[config.mk]
export PLATFORM = sky130hd
export DESIGN_NAME = seg_scan_driver
export DESIGN_NICKNAME = d
export VERILOG_FILES = /design/src/rtl/seg_pkg.sv /design/src/rtl/seg_hex_decode.sv /design/src/rtl/seg_scan_driver.sv
export SDC_FILE = /design/constraint.sdc
export NUM_CORES = 1
export LEC_CHECK = 0
export CELL_PAD_IN_SITES_DETAIL_PLACEMENT = 1
export CELL_PAD_IN_SITES_GLOBAL_PLACEMENT = 1
export CORE_UTILIZATION = 41
export DETAILED_ROUTE_END_ITERATION = 8
export GPL_TIMING_DRIVEN = 1
export HOLD_SLACK_MARGIN = 0.12
export PLACE_DENSITY = 0.83
export SYNTH_ARGS = -nofsm -noshare
export SYNTH_HDL_FRONTEND = slang
export SYNTH_SLANG_ARGS = --single-unit
[constraint.sdc]
create_clock -name clk -period 2.24 [get_ports clk]
set_input_delay 0.336 -clock clk [delete_from_list [all_inputs] [get_ports clk]]
set_output_delay 0.336 -clock clk [all_outputs]
set_load 0.005 [all_outputs]
[src/rtl/seg_pkg.sv]
// Shared constants for the seven-segment scan driver: active-high hex font,
// blank pattern and parameter legality limits.
package seg_pkg;
   localparam int NUM_DIGITS_MIN = 1;
   localparam int NUM_DIGITS_MAX = 8;
   localparam int SCAN_LOG2_MIN  = 4;
   localparam int SCAN_LOG2_MAX  = 24;

   localparam logic [6:0] SEG_BLANK = 7'h00;

   // Index = nibble value; bit 0 = segment a, bit 6 = segment g.
   localparam logic [15:0][6:0] HEX_FONT = {
      7'h71, 7'h79, 7'h5E, 7'h39, 7'h7C, 7'h77, 7'h6F, 7'h7F,
      7'h07, 7'h7D, 7'h6D, 7'h66, 7'h4F, 7'h5B, 7'h06, 7'h3F
   };
endpackage

[src/rtl/seg_hex_decode.sv]
// Combinational nibble to active-high seven-segment pattern.
module seg_hex_decode
   import seg_pkg::*;
(
   input  logic [3:0] nibble,
   output logic [6:0] seg
);
   assign seg = HEX_FONT[nibble];
endmodule

[src/rtl/seg_scan_driver.sv]
// Multiplexed seven-segment scan driver with per-frame input shadowing,
// PWM brightness via dwell-counter MSBs and optional leading-zero blanking.
module seg_scan_driver
   import seg_pkg::*;
#(
   parameter int NUM_DIGITS = 4,
   parameter int SCAN_LOG2  = 17,
   parameter int ACTIVE_LOW = 1
) (
   input  logic                    clk,
   input  logic                    rst,
   input  logic                    enable,
   input  logic [4*NUM_DIGITS-1:0] data,
   input  logic [NUM_DIGITS-1:0]   dp,
   input  logic [3:0]              bright,
   input  logic                    lzb,
   output logic [6:0]              seg,
   output logic                    seg_dp,
   output logic [NUM_DIGITS-1:0]   an,
   output logic                    frame_done
);
   localparam int                   DW       = (NUM_DIGITS > 1) ? $clog2(NUM_DIGITS) : 1;
   localparam logic [SCAN_LOG2-1:0] CNT_MAX  = '1;
   localparam logic [DW-1:0]        DIG_LAST = DW'(NUM_DIGITS - 1);
   localparam logic                 POL      = (ACTIVE_LOW != 0);

   if (NUM_DIGITS < NUM_DIGITS_MIN || NUM_DIGITS > NUM_DIGITS_MAX ||
       SCAN_LOG2 < SCAN_LOG2_MIN || SCAN_LOG2 > SCAN_LOG2_MAX) begin : g_bad_param
      $error("seg_scan_driver: NUM_DIGITS or SCAN_LOG2 out of range");
   end

   logic [SCAN_LOG2-1:0] cnt;
   logic [DW-1:0]        dig;
   logic                 frame_start;
   logic                 dwell_end;

   assign frame_start = enable && (cnt == '0) && (dig == '0);
   assign dwell_end   = (cnt == CNT_MAX);
   assign frame_done  = !rst && enable && dwell_end && (dig == DIG_LAST);

   always_ff @(posedge clk) begin
      if (rst || !enable) begin
         cnt <= '0;
         dig <= '0;
      end else begin
         cnt <= cnt + 1'b1;
         if (dwell_end)
            dig <= (dig == DIG_LAST) ? '0 : dig + 1'b1;
      end
   end

   // Inputs are frozen for the whole frame so a digit never shows torn data.
   logic [NUM_DIGITS-1:0][3:0] sh_data;
   logic [NUM_DIGITS-1:0]      sh_dp;
   logic [3:0]                 sh_bright;
   logic                       sh_lzb;

   always_ff @(posedge clk) begin
      if (rst) begin
         sh_data   <= '0;
         sh_dp     <= '0;
         sh_bright <= '0;
         sh_lzb    <= 1'b0;
      end else if (frame_start) begin
         sh_data   <= data;
         sh_dp     <= dp;
         sh_bright <= bright;
         sh_lzb    <= lzb;
      end
   end

   // Stage 1 captures scan position so stage 2 sees shadows loaded at frame start.
   logic          s1_vld;
   logic [DW-1:0] s1_dig;
   logic [3:0]    s1_lvl;

   always_ff @(posedge clk) begin
      if (rst) begin
         s1_vld <= 1'b0;
         s1_dig <= '0;
         s1_lvl <= '0;
      end else begin
         s1_vld <= enable;
         s1_dig <= dig;
         s1_lvl <= cnt[SCAN_LOG2-1 -: 4];
      end
   end

   logic [NUM_DIGITS-1:0] blank;
   logic                  lz_run;

   always_comb begin
      blank  = '0;
      lz_run = 1'b1;
      for (int i = NUM_DIGITS - 1; i >= 1; i--) begin
         lz_run   = lz_run & (sh_data[i] == 4'h0);
         blank[i] = sh_lzb & lz_run;
      end
   end

   logic [6:0] dec_seg;

   seg_hex_decode u_dec (
      .nibble (sh_data[s1_dig]),
      .seg    (dec_seg)
   );

   logic [6:0]            seg_nxt;
   logic                  dp_nxt;
   logic [NUM_DIGITS-1:0] an_nxt;

   always_comb begin
      seg_nxt = SEG_BLANK;
      dp_nxt  = 1'b0;
      an_nxt  = '0;
      if (s1_vld) begin
         seg_nxt = blank[s1_dig] ? SEG_BLANK : dec_seg;
         dp_nxt  = sh_dp[s1_dig];
         if (s1_lvl <= sh_bright)
            an_nxt[s1_dig] = 1'b1;
      end
   end

   always_ff @(posedge clk) begin
      if (rst) begin
         seg    <= {7{POL}};
         seg_dp <= POL;
         an     <= {NUM_DIGITS{POL}};
      end else begin
         seg    <= seg_nxt ^ {7{POL}};
         seg_dp <= dp_nxt ^ POL;
         an     <= an_nxt ^ {NUM_DIGITS{POL}};
      end
   end
endmodule

==> results of run 1 <==
## repair_timing
| item | in CTS | in global routing |
|---|---|---|
| hold buffers | 0 | 0 |
| cloned | 0 | 2 |
| pin swaps | 5 | 8 |
| gates resized for setup | 9 | 11 |
| setup buffers | 11 | 5 |
| setup endpoints to repair | 1 | 27 |
## critical path, cell delays in order, from the launching register on
cell and delay, ps:
sky130_fd_sc_hd__dfxtp_2 340, sky130_fd_sc_hd__buf_4 140, sky130_fd_sc_hd__inv_1 90, sky130_fd_sc_hd__ha_4 130, sky130_fd_sc_hd__or4b_4 460, sky130_fd_sc_hd__nor4_4 320
sky130_fd_sc_hd__buf_6 180, sky130_fd_sc_hd__clkbuf_16 190, sky130_fd_sc_hd__mux2i_1 190, sky130_fd_sc_hd__nor2_1 50
## per-stage QoR
| step | cells | instance area (um^2) |
|---|---|---|
| 2_1_floorplan | 284 | 2800 |
| 3_3_place_gp | 408 | 3390 |
| 3_5_place_dp | 408 | 3390 |
| 4_1_cts | 435 | 3660 |
| 5_1_grt | 439 | 3750 |
| 6_report | 439 | 3750 |
## power by group
group          switching, mW  internal [mW]  leakage (nW)  total (mW)
registers             0.0301           1.16         0.514        1.19
clock network          0.435          0.397        0.0801       0.832
logic                  0.131          0.164         0.917       0.295
total                  0.597           1.72          1.51        2.32
## metal layers
layer / wire length, um / vias up / GRT usage [%] / share of wire [%]
met4: 193 / 0 / 11.2 / 2.5
met2: 3880 / 52 / 37.8 / 50
met1: 3450 / 1148 / 27.4 / 45
li1: - / 1112 / - / -
met3: 191 / 13 / 3.64 / 2.5
met5: 0 / - / 0 / 0
## cell families after synthesis
| family | Yosys count | synth area share, % |
|---|---|---|
| flops | 63 | 45.1 |
| fa+ha+maj | 15 | 6.71 |
| simple gates | 113 | 20.0 |
| compound gates | 18 | 4.29 |
| xor+xnor | 18 | 5.63 |
| buf+inv | 24 | 3.80 |
| mux | 33 | 14.5 |
## Yosys cell counts, drive strengths merged
cell    count
dfxtp      63
nor2       52
mux2i      27
nand2      16
ha         15
inv        13
xor2       12
nand3      10
clkbuf      7
mux4        6
nand4       6
nor2b       6
xnor2       6
o21a        5
o21ai       5
buf         4
nor4        4
and2        3
nor3b       3
o211ai      3
a21oi       2
and3        2
nand2b      2
nand4b      2
nor3        2
nor4b       2
and4        1
o221ai      1
o31ai       1
o41ai       1
or2         1
or4b        1
## registers in the layout, indices dropped and copies added (netlist names)
name and count:
an 4, cnt 17, dig 2, s1_dig 2, s1_lvl 4, s1_vld 1, seg 7, seg_dp 1
sh_bright 4, sh_data 16, sh_dp 4, sh_lzb 1
## layout make-up
| class | count | area (um^2) | share of cell area [%] |
|---|---|---|---|
| Multi-Input combinational cell | 197 | 1490 | 39.7 |
| Sequential cell | 63 | 1260 | 33.7 |
| Timing Repair Buffer | 73 | 694 | 18.5 |
| Clock buffer | 12 | 135 | 3.60 |
| Tap cell | 77 | 96.3 | 2.57 |
| Inverter | 13 | 51.3 | 1.37 |
| Clock inverter | 4 | 22.5 | 0.600 |
## final timing paths
check | to | cells after the start | slack, ps
min reg2reg | s1_dig[1] | 2 | 490
max reg2reg | sh_data[11] | 9 | 20
min | s1_dig[1] | 2 | 490
max | sh_data[11] | 9 | 20
## cell usage in the layout (no fill, tap or decap), types with 2 or more instances in the layout
cell type and count:
sky130_fd_sc_hd__dfxtp_1 61, sky130_fd_sc_hd__nor2_1 52, sky130_fd_sc_hd__clkdlybuf4s50_1 39, sky130_fd_sc_hd__buf_4 29, sky130_fd_sc_hd__mux2i_1 26, sky130_fd_sc_hd__nand2_1 16
sky130_fd_sc_hd__inv_1 12, sky130_fd_sc_hd__xor2_1 12, sky130_fd_sc_hd__ha_1 12, sky130_fd_sc_hd__nand3_1 10, sky130_fd_sc_hd__clkbuf_8 9, sky130_fd_sc_hd__nand4_1 6
sky130_fd_sc_hd__mux4_2 6, sky130_fd_sc_hd__nor2b_1 6, sky130_fd_sc_hd__xnor2_1 6, sky130_fd_sc_hd__o21a_1 5, sky130_fd_sc_hd__o21ai_0 5, sky130_fd_sc_hd__nor4_1 3
sky130_fd_sc_hd__nor3b_1 3, sky130_fd_sc_hd__and2_1 3, sky130_fd_sc_hd__o211ai_1 3, sky130_fd_sc_hd__clkinv_2 3, sky130_fd_sc_hd__clkbuf_1 3, sky130_fd_sc_hd__nor3_4 2
sky130_fd_sc_hd__and3_1 2, sky130_fd_sc_hd__nand2b_1 2, sky130_fd_sc_hd__a21oi_1 2, sky130_fd_sc_hd__nand4b_1 2, sky130_fd_sc_hd__ha_4 2, sky130_fd_sc_hd__clkbuf_16 2
sky130_fd_sc_hd__dfxtp_2 2
==> impl_summary.log, run 1 <==
INFO  metric worst_setup_hold_path_clk_slew = 70 ps
INFO  metric overflow = 0
INFO  metric yosysWarningCount = 0
INFO  metric final_min_period_over_clock_period = 99.2%
INFO  metric rows = 29
INFO  metric die_w = 84.6 um
INFO  metric synthDominantCellAreaShare = 45.1%
INFO  metric num_vias = 2325
INFO  metric synth.cell_area = 0.00280 mm^2
INFO  metric route.antenna.remaining_nets = 0
INFO  metric layout-drive-gt1-share = 18.2%
INFO  metric floorplan.initialDensity = 43.3%
INFO  metric peakVddDrop = 297 uV
INFO  metric route.final.wire_length = 7710 um
INFO  metric setup_viol_count_final = 0
INFO  metric worst_slack = 17.8 ps
INFO  metric h_tree_lvls = 3
INFO  metric worstHoldStart = dig[1]
INFO  metric hpwl = 4780 um
INFO  metric worst_slew_pin_slew = 542 ps
INFO  metric via_per_inst = 5.30
INFO  metric max_clock_freq = 0.450 GHz
INFO  metric coreArea = 0.00646 mm^2
INFO  metric critPathLaunchType = flop
INFO  metric report.power.total = 2.32 mW
INFO  metric post-place-ws = -10.7 ps
INFO  metric setup_repair_after_global_routing_missed_its_margin = true
INFO  metric critical_path_arrival = 2440 ps
INFO  metric synth.net_count = 327
INFO  metric final_util = 58.1%
INFO  metric maxCapViolations = 0
INFO  metric outcome = completed
INFO  metric cts_made_buffers = 9
INFO  metric iteration_0_drc_markers = 90
INFO  metric critical_path.reg2reg.startpoint = cnt[0]
INFO  metric area.growth.synth_to_final = 34.2%
INFO  metric detail_route.wl_per_cell = 17.6 um
INFO  metric worst_clock_skew = 5.57 ps
INFO  metric placement.io_buffers = 40
INFO  metric antenna_violations_before_repair = 0
INFO  metric gpl.final_weighted_congestion = 0.839
INFO  metric final_net_count = 400
INFO  metric grt_max_degree = 33
INFO  metric post-route-min-period = 2220 ps
INFO  metric n_antenna_cell = 0
INFO  metric detailedRoute.firstPassIterationCount = 6
INFO  metric power_leakage = 1.51 nW
INFO  metric cp-end-kind = flop
INFO  metric cts.path.max_buffers = 2
INFO  metric synth.yosys.seq_area_share = 45.1%
INFO  metric holdCritPathClass = flop to flop
INFO  metric synthCells = 284
INFO  metric number_of_distinct_library_cells_after_synthesis = 35
INFO  metric number_of_global_route_vias_before_repair = 2416
INFO  metric final_hold_violation_count = 0
INFO  metric slew_headroom = 63.5%
INFO  metric height_of_the_die = 84.6 um
INFO  metric tritoncts = yes
INFO  metric powerDensity = 617 mW/mm^2
INFO  metric netlist.top_cell.by_area = sky130_fd_sc_hd__dfxtp_1
INFO  metric worst-setup-path-type = flop to flop
INFO  metric top_level_ports = 41
INFO  metric whs = 495 ps
INFO  metric number_of_pins_exceeding_their_max_slew_limit_in_the_final_report = 0
INFO  metric crit_fanout = 12
INFO  metric setup_total_negative_slack = 0 ps
INFO  metric drc_errors = 0
INFO  metric yosys-top-cells-area = sky130_fd_sc_hd__dfxtp_1 45%, sky130_fd_sc_hd__mux2i_1 9.7%, sky130_fd_sc_hd__nor2_1 7.0%, sky130_fd_sc_hd__ha_1 6.7%, sky130_fd_sc_hd__mux4_2 4.8%
INFO  metric global_route.usage.total = 22.3%
INFO  metric syn-mean-instance-area = 9.86 um^2
INFO  metric die_footprint = 0.00716 mm^2
INFO  metric clock_insertion_delay_worst_skew = 340 ps
INFO  metric synth.ff_latch_count = 63
INFO  metric required = 2460 ps
INFO  metric grt_pass1_wl = 12100 um
INFO  metric cts.sinks = 63
INFO  metric crit_start = cnt[0]
INFO  metric fillers = 709
INFO  metric cts.root.buffer_cell = sky130_fd_sc_hd__clkbuf_8
No activity file was read; power rests on OpenSTA's default activity.
==> run 2: changes to the inputs <==
CORE_MARGIN = 2   (was unset)
==> run 2 against run 1 <==
Global-route usage decreased by 2.5 points; cell area decreased by 3.6%; utilization is 4.0 points lower; clock power rose by 16%; routed wire length fell by 12%; critical path depth fell by 2; maximum frequency is 1.6% higher; total power grew 4.6%; clock-buffer cell count stayed put; worst hold slack lost 5.5 ps.
==> impl_summary.log, run 2 (synthesis results as in run 1) <==
INFO  metric max_clock_freq = 0.457 GHz (+1.6%)
INFO  metric coreArea = 0.00668 mm^2 (+3.4%)
INFO  metric final_net_count = 389 (-2.8%)
INFO  metric clock_insertion_delay_worst_skew = 340 ps (about the same)
INFO  metric overflow = 0 (unchanged)
INFO  metric peakVddDrop = 323 uV (+8.7%)
INFO  metric drc_errors = 0 (unchanged)
INFO  metric die_footprint = 0.00750 mm^2 (+4.8%)
INFO  metric crit_fanout = 2 (-10)
INFO  metric final_hold_violation_count = 0 (unchanged)
INFO  metric path_cells = ha_2, nand4_1, nor3_2, and3_1, ha_2, and3_1, clkbuf_2
INFO  metric maxCapViolations = 0 (unchanged)
INFO  metric tritoncts = yes
INFO  metric layout.cells.most_common_list = 60 x sky130_fd_sc_hd__dfxtp_1, 52 x sky130_fd_sc_hd__nor2_1, 39 x sky130_fd_sc_hd__clkdlybuf4s50_1
INFO  metric slew_headroom = 66.3% (+2.9 points)
INFO  metric height_of_the_die = 86.6 um (+2.4%)
INFO  metric required = 1900 ps (-560 ps)
INFO  metric layout-drive-gt1-share = 14.8% (-3.4 points)
INFO  metric mostFrequentLayoutCell = sky130_fd_sc_hd__dfxtp_1
INFO  metric cp-end-kind = output pin
INFO  metric area.growth.synth_to_final = 29.3%
INFO  metric number_of_global_route_vias_before_repair = 2321 (-3.9%)
INFO  metric route.final.wire_length = 6760 um (-12%)
INFO  metric rows = 30 (+3.4%)
INFO  metric regToRegSetupSlack = 150 ps (+130 ps)
INFO  metric post-route-min-period = 2190 ps (-35.7 ps)
INFO  metric setup_viol_count_final = 0 (unchanged)
INFO  metric num_vias = 2240 (-3.7%)
INFO  metric antenna_violations_before_repair = 0 (unchanged)
INFO  metric placement.io_buffers = 40 (unchanged)
INFO  metric route.antenna.remaining_nets = 0 (unchanged)
INFO  metric number_of_non_filler_instances_in_the_completed_layout = 431 (-1.8%)
INFO  metric critPathLaunchType = flop
INFO  metric top_level_ports = 41 (unchanged)
INFO  metric cts.sinks = 63 (unchanged)
INFO  metric worst_slack = 53.5 ps (+35.7 ps)
INFO  metric cpMaxStageDelayCell = sky130_fd_sc_hd__dfxtp_2
INFO  metric worst_setup_hold_path_clk_slew = 70 ps (about the same)
INFO  metric detail_route.wl_per_cell = 15.7 um (-11%)
INFO  metric critical_path_arrival = 1850 ps (-590 ps)
INFO  metric powerDensity = 670 mW/mm^2 (+8.6%)
INFO  metric post-place-ws = -3.56 ps (+7.10 ps)
INFO  metric global_route.usage.total = 19.8% (-2.5 points)
INFO  metric cp.buffers_inverters = 1 (-3)
INFO  metric gpl.final_weighted_congestion = 0.787 (-6.2%)
INFO  metric cts.root.buffer_cell = sky130_fd_sc_hd__clkbuf_8
INFO  metric number_of_pins_exceeding_their_max_slew_limit_in_the_final_report = 0 (unchanged)
INFO  metric cts.path.max_buffers = 2 (unchanged)
INFO  metric postCtsHoldBufs = 0 (unchanged)
INFO  metric n_antenna_cell = 0 (unchanged)
INFO  metric hpwl = 5030 um (+5.1%)
INFO  metric outcome = completed
INFO  metric critical-path-max-stage-delay = 330 ps (-130 ps)
INFO  metric die_w = 86.6 um (+2.4%)
INFO  metric via_per_inst = 5.20 (-1.9%)
INFO  metric grt_pass1_wl = 11400 um (-6.1%)
INFO  metric worst_slew_pin_slew = 499 ps (-42.3 ps)
INFO  metric worst_clock_skew = 6.05 ps (+0.484 ps)
INFO  metric cts_made_buffers = 9 (unchanged)
INFO  metric path_delay_family = simple AND/OR/NAND/NOR gates
INFO  metric largest_registers = cnt (17), sh_data (16), seg (7)
INFO  metric worst-setup-path-type = flop to output pin
INFO  metric floorplan.initialDensity = 41.9% (-1.4 points)
INFO  metric iteration_0_drc_markers = 59 (-34%)
INFO  metric power_leakage = 1.43 nW (-5.3%)
INFO  metric largest_register_ff_count = 17 (unchanged)
INFO  metric final_min_period_over_clock_period = 97.6% (-1.6 points)
INFO  metric final_util = 54.2% (-4.0 points)
INFO  metric setup_total_negative_slack = 0 ps (unchanged)
INFO  metric holdCritPathClass = flop to flop
INFO  metric dp_cells = 412 (+0.98%)
INFO  metric largest-register = cnt
INFO  metric grt_max_degree = 33 (unchanged)
INFO  metric detailedRoute.firstPassIterationCount = 4 (-2)
INFO  metric h_tree_lvls = 3 (unchanged)
## run 2: cell count changes in the layout (fill, tap and decap cells not counted), sizes merged
cell      change
bufinv        +1
clkinvlp      -1
buf          -10
clkbuf        -1
## run 2: worst paths after layout
path | startpoint | end | cells after the start
max reg2reg | cnt[0] | sh_dp[1] | 8
min | dig[1] | s1_dig[1] | 2
min reg2reg | dig[1] | s1_dig[1] | 2
max | cnt[0] | frame_done | 7
## run 2: worst reg2reg max path, delay by kind of cell (launching register included)
| family | cells | cell delay, ps |
|---|---|---|
| buf+inv | 3 | 450 |
| simple gates | 3 | 840 |
| mux | 1 | 210 |
| fa+ha+maj | 1 | 140 |
| flops | 1 | 320 |
## run 2: stage by stage
step | cell area, um^2 | hold WS [ps] | total power, mW
2_1_floorplan | 2800 | 408 | 1.36
3_3_place_gp | 3400 | 474 | 1.47
3_5_place_dp | 3400 | 479 | 1.48
4_1_cts | 3610 | 493 | 2.46
5_1_grt | 3620 | 530 | 2.53
6_report | 3620 | 489 | 2.42
## run 2: layer usage
layer | routed length, um | GRT usage (%) | share of wire, % | vias up
met5 | 0 | 0 | 0 | -
met4 | 107 | 8.95 | 1.6 | 0
met3 | 199 | 3.43 | 2.9 | 10
met2 | 3430 | 33.8 | 51 | 37
met1 | 3020 | 24.4 | 45 | 1099
li1 | - | - | - | 1094
## run 2: power breakdown
| part | total (mW) | switching (mW) | leakage, nW | internal [mW] |
|---|---|---|---|---|
| logic | 0.268 | 0.121 | 0.817 | 0.147 |
| clock network | 0.968 | 0.429 | 0.100 | 0.539 |
| registers | 1.19 | 0.0283 | 0.515 | 1.16 |
## run 2: layout make-up
class                           count  area (um^2)
Clock buffer                       12          145
Clock inverter                      4         45.0
Fill cell                         759         3060
Inverter                           13         48.8
Multi-Input combinational cell    197         1440
Sequential cell                    63         1260
Tap cell                           80          100
Timing Repair Buffer               62          573
## run 2: timing repair
action | CTS | global route
gates cloned | 0 | 0
endpoints found under the hold margin | 0 | 0
gates resized for setup | 8 | 1
pin swaps | 4 | 2
endpoints found under the setup margin | 1 | 1
buffers inserted | 1 | 2
==> run 3: changes to the inputs <==
ABC_AREA = 1   (was unset)
CORE_UTILIZATION = 39   (was 41)
PLACE_DENSITY = 0.84   (was 0.83)
SKIP_LAST_GASP = 1   (was unset)
==> run 3 against run 2 <==
Critical path type unchanged; combinational power up 30%; maximum frequency is 9.1% lower; clock power up 20%; total power rose by 12%; the flow now finishes with violations (negative setup slack); final cell count up 51%; area after synthesis up 12%; largest power group unchanged; worst hold slack is essentially flat; die area rose by 17%.
==> impl_summary.log, run 3 <==
INFO  metric area.growth.synth_to_final = 35.1%
INFO  metric worst_slew_pin_slew = 569 ps (+69.9 ps)
INFO  metric worst_slack = -167 ps (-220 ps)
INFO  metric synth_most_common_cell = sky130_fd_sc_hd__nand2_1
INFO  metric rows = 32 (+6.7%)
INFO  metric cts.root.buffer_cell = sky130_fd_sc_hd__clkbuf_8
INFO  metric tritoncts = yes
INFO  metric largest-register = cnt
INFO  metric die_footprint = 0.00875 mm^2 (+17%)
INFO  metric power_leakage = 1.98 nW (+38%)
INFO  metric die_w = 93.5 um (+8.0%)
INFO  metric route.antenna.remaining_nets = 0 (unchanged)
INFO  metric cts.sinks = 63 (unchanged)
INFO  metric final_net_count = 586 (+51%)
INFO  metric crit_fanout = 3 (+1)
INFO  metric synthDominantCellAreaShare = 40.3% (-4.7 points)
INFO  metric height_of_the_die = 93.5 um (+8.0%)
INFO  metric path_cells = nand2_1, nor3b_4, nand4_1, buf_4, nor2_4, ha_4, nand2_1, nor2_1, buf_2
INFO  metric cts.path.max_buffers = 2 (unchanged)
INFO  metric synth.ff_latch_count = 63 (unchanged)
INFO  metric setup_repair_after_global_routing_missed_its_margin = true
INFO  metric synth_common_cells = 102 x sky130_fd_sc_hd__nand2_1, 71 x sky130_fd_sc_hd__nor2_1, 68 x sky130_fd_sc_hd__inv_1, 63 x sky130_fd_sc_hd__dfxtp_1, 52 x sky130_fd_sc_hd__nand3_1
INFO  metric fillers = 1012 (+33%)
INFO  metric cts_made_buffers = 9 (unchanged)
INFO  metric largest_register_ff_count = 17 (unchanged)
INFO  metric global_route.usage.total = 25.9% (+6.1 points)
INFO  metric detail_route.wl_per_cell = 17.0 um (+8.5%)
INFO  metric yosysWarningCount = 0 (unchanged)
INFO  metric report.power.total = 2.71 mW (+12%)
INFO  metric synth_ff_type = sky130_fd_sc_hd__dfxtp_1
INFO  metric overflow = 0 (unchanged)
INFO  metric synth.yosys.seq_area_share = 40.3% (-4.7 points)
INFO  metric postCtsHoldBufs = 0 (unchanged)
INFO  metric final_hold_violation_count = 0 (unchanged)
INFO  metric whs = 489 ps (+0.0300 ps)
INFO  metric n_antenna_cell = 0 (unchanged)
INFO  metric h_tree_lvls = 3 (unchanged)
INFO  metric final_util = 54.4% (+0.21 points)
INFO  metric dp_cells = 608 (+48%)
INFO  metric number_of_distinct_library_cells_after_synthesis = 24 (-31%)
INFO  metric worst_setup_hold_path_clk_slew = 80 ps (about the same)
INFO  metric placement.io_buffers = 40 (unchanged)
INFO  metric synth.cell_area = 0.00313 mm^2 (+12%)
INFO  metric largest_registers = cnt (17), sh_data (16), seg (7)
INFO  metric detailedRoute.firstPassIterationCount = 4 (unchanged)
INFO  metric floorplan.initialDensity = 40.3% (-1.6 points)
INFO  metric holdCritPathClass = flop to flop
INFO  metric number_of_global_route_vias_before_repair = 3541 (+53%)
INFO  metric setup_total_negative_slack = -593 ps (-593 ps)
INFO  metric route.final.wire_length = 11100 um (+64%)
INFO  metric critical-path-top-cell-by-count = sky130_fd_sc_hd__nand2_1
INFO  metric drc_errors = 0 (unchanged)
INFO  metric worst-setup-path-type = flop to output pin
INFO  metric netlist.top_cell.by_area = sky130_fd_sc_hd__dfxtp_1
INFO  metric syn-mean-instance-area = 6.75 um^2 (-31%)
INFO  metric critical_path_arrival = 2070 ps (+220 ps)
INFO  metric mostFrequentLayoutCell = sky130_fd_sc_hd__nand2_1
INFO  metric outcome = complete, but fails checks
INFO  metric number_of_pins_exceeding_their_max_slew_limit_in_the_final_report = 0 (unchanged)
INFO  metric required = 1900 ps (about the same)
INFO  metric synthCells = 463 (+63%)
INFO  metric top_level_ports = 41 (unchanged)
INFO  metric seq_area = 0.00126 mm^2 (about the same)
INFO  metric final_min_period_over_clock_period = 107% (+9.8 points)
INFO  metric synth.net_count = 506 (+55%)
INFO  metric max_clock_freq = 0.416 GHz (-9.1%)
INFO  metric post-route-min-period = 2410 ps (+220 ps)
INFO  metric async_reset_ff_share = 0% (unchanged)
INFO  metric iteration_0_drc_markers = 140 (+140%)
INFO  metric layout-drive-gt1-share = 16.2% (+1.4 points)
INFO  metric slew_headroom = 61.6% (-4.7 points)
INFO  metric powerDensity = 641 mW/mm^2 (-4.3%)
INFO  metric grt_max_degree = 51 (+55%)
INFO  metric coreArea = 0.00777 mm^2 (+16%)
INFO  metric layout.cells.most_common_list = 99 x sky130_fd_sc_hd__nand2_1, 67 x sky130_fd_sc_hd__inv_1, 67 x sky130_fd_sc_hd__nor2_1
INFO  metric yosys-top-cells-area = sky130_fd_sc_hd__dfxtp_1 40%, sky130_fd_sc_hd__nand2_1 12%, sky130_fd_sc_hd__nor2_1 8.5%, sky130_fd_sc_hd__nand3_1 8.3%, sky130_fd_sc_hd__inv_1 8.2%
INFO  metric cpMaxStageDelayCell = sky130_fd_sc_hd__dfxtp_1
INFO  metric grt_pass1_wl = 17300 um (+52%)
INFO  metric hpwl = 6300 um (+25%)
INFO  metric number_of_flops_mapped_to_enable_cells_by_yosys = 0 (unchanged)
INFO  metric critPathLaunchType = flop
INFO  metric gpl.final_weighted_congestion = 0.904 (+15%)
INFO  metric setup_viol_count_final = 4 (+4)
INFO  metric peakVddDrop = 404 uV (+25%)
INFO  metric antenna_violations_before_repair = 0 (unchanged)
INFO  metric multi_input_area = 0.00160 mm^2 (+11%)
INFO  metric worst_clock_skew = 14.4 ps (+8.31 ps)
INFO  metric via_per_inst = 5.19 (-0.21%)
INFO  metric critical-path-max-stage-delay = 430 ps (+100 ps)
INFO  metric num_vias = 3371 (+50%)
INFO  metric number_of_non_filler_instances_in_the_completed_layout = 650 (+51%)
INFO  metric clock_insertion_delay_worst_skew = 360 ps (+20 ps)
INFO  metric cp-end-kind = output pin
INFO  metric maxCapViolations = 0 (unchanged)
INFO  metric violations = negative setup slack
==> run 3: cell types whose count changed after synthesis, moves of 19 or more <==
cell / previous run / this run
sky130_fd_sc_hd__nand2_1: 16 / 102
sky130_fd_sc_hd__inv_1: 13 / 68
sky130_fd_sc_hd__nand3_1: 10 / 52
sky130_fd_sc_hd__a21oi_1: 2 / 37
sky130_fd_sc_hd__mux2i_1: 27 / 0
sky130_fd_sc_hd__nor2_1: 52 / 71
==> run 3: layer usage <==
| layer | global-route usage, % | share of wire [%] | routed length (um) |
|---|---|---|---|
| met2 | 48.3 | 53 | 5870 |
| met1 | 27.0 | 39 | 4260 |
| met5 | 0 | 0 | 0 |
| met3 | 5.32 | 3.6 | 395 |
| met4 | 14.0 | 4.8 | 532 |
==> run 3: per-stage QoR <==
step / instance area, um^2 / worst slack (ps)
final: 4220 / -167
after global routing: 4220 / -252
after CTS: 4170 / -44.9
after detailed placement: 3720 / -47.1
after global placement: 3720 / 16.0
after floorplan: 3130 / 372
==> run 3: report_power, final <==
group / internal (mW) / switching, mW
Clock: 0.687 / 0.468
Sequential: 1.17 / 0.0336
Combinational: 0.153 / 0.196
Total: 2.01 / 0.698
==> run 3: cell type report <==
| cell class | count | area share (%) |
|---|---|---|
| clock buffer | 13 | 3.76 |
| clock inverter | 3 | 1.54 |
| inverter | 74 | 6.58 |
| multi-input combinational | 312 | 37.8 |
| sequential | 63 | 29.9 |
| tap | 102 | 3.02 |
| timing repair buffer | 83 | 17.4 |
==> run 3: final timing paths <==
| path | from | end | slack [ps] | cells after the start |
|---|---|---|---|---|
| worst max register to register | cnt[0] | cnt[8] | -160 | 18 |
| worst min-delay path | sh_dp[2] | sh_dp[2] | 490 | 2 |
| worst max-delay path | cnt[8] | frame_done | -170 | 9 |
| worst min register to register | sh_dp[2] | sh_dp[2] | 490 | 2 |
==> run 3: logic make-up (layout without fill, tap and decap cells) <==
group                      Yosys count  after routing  share of synthesized area (%)
and+or+nand+nor                    244            244                           33.2
buffers and inverters               88            173                           11.6
adders and majority gates           15             15                           6.00
AOI/OAI and AO/OA                   53             53                           8.80
DFF                                 63             63                           40.3
==> run 3: what timing repair did <==
| action | in CTS | in global routing |
|---|---|---|
| buffers inserted | 28 | 4 |
| setup endpoints to repair | 1 | 5 |
| pin swaps | 4 | 4 |
| gates resized for setup | 20 | 9 |
| cloned | 0 | 0 |
==> run 3: worst max-delay path, delay by kind of cell (launching register included) <==
family	cells	cell delay [ps]
simple gates	6	820
flops	1	430
buf+inv	2	310
fa+ha+maj	1	140
==> RTL edit 1 (settings of run 3) <==
The output `an` loses its register stage (`an` becomes a continuous assignment).
--- a/src/rtl/seg_scan_driver.sv
+++ b/src/rtl/seg_scan_driver.sv
@@ -127,3 +127,2 @@
          seg_dp <= POL;
-         an     <= {NUM_DIGITS{POL}};
       end else begin
@@ -131,5 +130,6 @@
          seg_dp <= dp_nxt ^ POL;
-         an     <= an_nxt ^ {NUM_DIGITS{POL}};
       end
    end
+
+   assign an = an_nxt ^ {NUM_DIGITS{POL}};
 endmodule
Function: changed (Yosys sat finds a counterexample within 4 cycles, from zero or initial values and one cycle with rst high).
==> RTL edit 1 against run 3 <==
  * Sequential share of layout area shrank 0.67 points
  * Power shrank 12%
  * Setup slack gained 0.13 ns
  * Core utilization shrank 4.5 points
  * Synthesized area grew 3.7%
  * Wire length shrank 17%
  * The run still ends with negative setup slack left
  * Clock skew shrank 0.0069 ns
  * Critical path depth grew 2
  * Global-route usage shrank 3.7 points
  * Cell area shrank 4.0%
  * Sequential cell count shrank 4
  * First-iteration DRC count shrank 45%
==> RTL edit 1: results (changes against run 3) <==
metric	value	unit	change
ranking of synthesized cells by area	dfxtp_1 36%, nand2_1 13%, nor2_1 8.1%		
pre-CTS setup slack	-0.192	ns	-0.145 ns
M3 GR Usage	5.38	%	+0.057 points
register area share after synthesis	36.4	%	-3.9 points
CTS buffer count	9		unchanged
warnings from Yosys	0		unchanged
Placed Instances	611		+0.49%
PD cells	588	nW/um2	-8.4%
Post-Place Cell Area	3820	um2	+2.9%
failing checks	negative setup slack		
GP Congestion	0.869		-3.8%
first-pass GRT wire length	15600	um	-9.9%
DP HPWL	6730	um	+6.8%
P_sw	0.711	mW	+1.8%
Global Route met2 Usage	41.3	%	-7.0 points
met1 Use GR	24.6	%	-2.4 points
Post-synth top cells	109 x nand2_1, 70 x nor2_1, 59 x dfxtp_1		
Root Buffer	clkbuf_8		
crit path max-delay cell type	dfxtp_2		
Setup violations, final	1		-3
total global routing track utilization	22.2	%	-3.7 points
Seq pwr share	47.6	%	+3.2 points
vias in the first global route	3306		-6.6%
Syn Inst Count	462		-0.22%
Arrival @ worst endpoint	1.94	ns	-0.13 ns
maximum clock path buffer count	2		unchanged
CP peak stage delay	0.36	ns	-0.07 ns
Comb group	0.353	mW	+1%
Pleak	1.77	nW	-11%
drt initial violations	77		-45%
filler cell count	1075		+6.2%
DR vias/cell	5.02		-3.3%
final hold vios	0		unchanged
layout cells sized above 1	16.2	%	-0.020 points
status	complete, but fails checks		
final-stage net count	562		-4.1%
Netlist cell types	31		+29%
maximum vdd drop	0.000304	V	-25%
setup TNS after final layout	-0.0394	ns	+0.554 ns
syn_nets	505		-0.20%
final worst setup slack	-0.0394	ns	+0.127 ns
Slew @ Worst Pin	0.519	ns	-0.0503 ns
clk_skew	0.00742	ns	-0.00694 ns
RTL edit 1: changes by cell type after synthesis, sizes merged, moves of 2 or more:
cell and change:
nand2 +14, nor2 +2, inv -25, clkinv +2, buf +3, dfxtp -4, nand4 -2, nand3 -16
nand3b +23
RTL edit 1: area by class of cell:
class,count,area [um2],share of cell area (%)
clock buffer,9,124,3.06
tap,105,131,3.24
timing repair buffer,63,566,14.0
clock inverter,7,53.8,1.33
sequential,59,1190,29.3
multi-input combinational,335,1790,44.2
inverter,51,201,4.97
RTL edit 1: worst paths after layout:
path,from,slack (ns),to,cells past startpoint
worst max-delay path,cnt[0],-0.04,frame_done,11
worst min-delay path,cnt[16],0.48,s1_lvl[3],2
worst max register to register,s1_dig[0],0.27,seg[5],10
worst min register to register,cnt[16],0.48,s1_lvl[3],2
RTL edit 1: per-layer routing:
| metal | part of all wire, % | vias to the layer above |
|---|---|---|
| met5 | 0 | - |
| met4 | 1.6 | 0 |
| met3 | 2.7 | 11 |
| met2 | 53 | 38 |
| met1 | 42 | 1521 |
| li1 | - | 1585 |
RTL edit 1: cell families after synthesis:
| kind of cell | share of synthesized area (%) |
|---|---|
| xor gates and xnor gates | 0.270 |
| buffers and inverters | 10.1 |
| AOI/OAI and AO/OA | 8.64 |
| adders and majority gates | 5.79 |
| DFF | 36.4 |
| and+or+nand+nor | 38.7 |
RTL edit 1: worst max-delay path, delay by kind of cell (launching register included):
kind	cells	cell delay [ns]
adders and majority gates	2	0.35
buffers and inverters	2	0.18
DFF	1	0.36
and+or+nand+nor	7	0.70
RTL edit 1: repair_timing:
item	CTS	global route
setup endpoints to repair	5	5
gates resized for setup	18	12
buffers inserted	1	1
pin swaps	3	5
==> RTL edit 2 (config.mk and constraints of run 3) <==
Made on the original files. `NUM_DIGITS`: 4 -> 2.
--- a/src/rtl/seg_scan_driver.sv
+++ b/src/rtl/seg_scan_driver.sv
@@ -5,3 +5,3 @@
 #(
-   parameter int NUM_DIGITS = 4,
+   parameter int NUM_DIGITS = 2,
    parameter int SCAN_LOG2  = 17,
Ports: changed (resized an, data and dp); port bits go from 41 to 29. No check against the original RTL was run, so the function may have changed too.
==> RTL edit 2 against run 3 <==
  * Combinational power shrank 31%
  * Largest power group unchanged
  * Final cell count shrank 29%
  * Critical path depth is the same
  * Setup slack gained 0.33 ns
  * Count of clock-buffer cells in the layout shrank 8
  * Cell area shrank 30%
  * Clock skew shrank 0.0064 ns
  * Wire length shrank 50%
  * Highest routed layer unchanged
  * Sequential cell count shrank 14
  * Power shrank 38%
  * Sequential power shrank 23%
  * Synthesized area shrank 22%
==> RTL edit 2: results (changes against run 3) <==
metric	value	unit	change
status	finished clean		
Wirelength per Cell	12.1	um	-29%
CP startpoint	cnt[0]		
Slew @ Worst Pin	0.435	ns	-0.134 ns
Worst R2R Setup Slack	0.41	ns	+0.57 ns
htree depth	2		-1
maximum vdd drop	0.000389	V	-3.8%
Worst R2R Path Depth	8		-10
drt initial violations	45		-68%
largest net degree at the start of global routing	31		-39%
DP HPWL	4290	um	-32%
filler cell count	790		-22%
CP peak stage delay	0.36	ns	-0.07 ns
DR vias/cell	4.90		-5.6%
Worst-Skew Late Latency	0.31	ns	-0.05 ns
syn_nets	376		-26%
Pleak	1.29	nW	-35%
reg2reg start	s1_dig		
largest registers	cnt: 17 flops, sh_data: 8 flops, seg: 7 flops		
layout cells sized above 1	12.2	%	-4.0 points
clk_skew	0.00792	ns	-0.00645 ns
total global routing track utilization	16.8	%	-9.1 points
Arrival @ worst endpoint	1.74	ns	-0.33 ns
Netlist cell types	27		+13%
CTS buffer count	5		-4
register area share after synthesis	40.4	%	+0.076 points
Post-synth top cells	62 x nand2_1, 59 x nor2_1, 54 x inv_1		
[RTL edit 2: cell types whose count changed in the layout (fill, tap and decap cells not counted), moves of 6 or more]
cell	change
dfxtp_1	-18
nand2_1	-39
clkdlybuf4s50_1	-12
clkbuf_8	-6
nand3_1	-13
buf_4	-29
inv_1	-13
nor2_1	-11
a21oi_1	-16
[RTL edit 2: final cells by class]
cell class                      count  area, um2  share of cell area [%]
Sequential cell                    49        988                    33.7
Multi-Input combinational cell    230       1190                    40.5
Clock buffer                        5       68.8                    2.34
Timing Repair Buffer               40        365                    12.4
Clock inverter                      3       17.5                   0.597
Tap cell                           75       93.8                    3.20
Inverter                           57        214                    7.29
[RTL edit 2: metrics by stage]
stage,std cells,area (um2),setup WS (ns)
2_1_floorplan,345,2430,0.581
3_3_place_gp,449,2800,0.103
3_5_place_dp,449,2800,0.00720
4_1_cts,458,2910,0.000836
5_1_grt,459,2940,0.0600
6_report,459,2940,0.165
[RTL edit 2: worst min path at each step]
| stage | start | to | slack (ns) | cells past startpoint |
|---|---|---|---|---|
| 2_1_floorplan | rst | s1_lvl[3] | 0.41 | 1 |
| 6_report | cnt[16] | s1_lvl[3] | 0.45 | 2 |
| 3_3_place_gp | cnt[16] | s1_lvl[3] | 0.44 | 2 |
| 3_5_place_dp | cnt[16] | s1_lvl[3] | 0.44 | 2 |
| 5_1_grt | cnt[16] | s1_lvl[3] | 0.48 | 2 |
| 4_1_cts | cnt[16] | s1_lvl[3] | 0.45 | 2 |
[RTL edit 2: cell families after synthesis]
logic type      synth area share (%)
compound gates                  10.5
fa+ha+maj                       6.70
buf+inv                         12.0
flops                           40.4
simple gates                    30.5
[RTL edit 2: routing by layer]
| metal | vias to the layer above | wire length, um | global-route usage, % |
|---|---|---|---|
| li1 | 1155 | - | - |
| met1 | 1056 | 2460 | 19.3 |
| met2 | 26 | 2860 | 30.6 |
| met3 | 10 | 149 | 3.58 |
| met4 | 0 | 98 | 5.66 |
| met5 | - | 0 | 0 |
[RTL edit 2: report_power, final]
| group | internal [mW] | switching [mW] | total [mW] |
|---|---|---|---|
| logic | 0.110 | 0.132 | 0.242 |
| registers | 0.905 | 0.0200 | 0.925 |
| clock network | 0.216 | 0.303 | 0.519 |
| total | 1.23 | 0.454 | 1.69 |
[RTL edit 2: repair_timing]
action	CTS	global route
gates cloned	0	0
buffers inserted	1	1
pin swaps	3	4
endpoints found under the setup margin	1	1
gates resized for setup	8	9
[RTL edit 2: worst register-to-register path, stage by stage (launching register included)]
cell     delay (ns)
dfxtp_1        0.54
inv_2          0.16
o21ai_2        0.33
inv_1          0.12
ha_1           0.27
nand2_1        0.10
o21ai_0        0.08
nand2_1        0.07
nand3_1        0.06
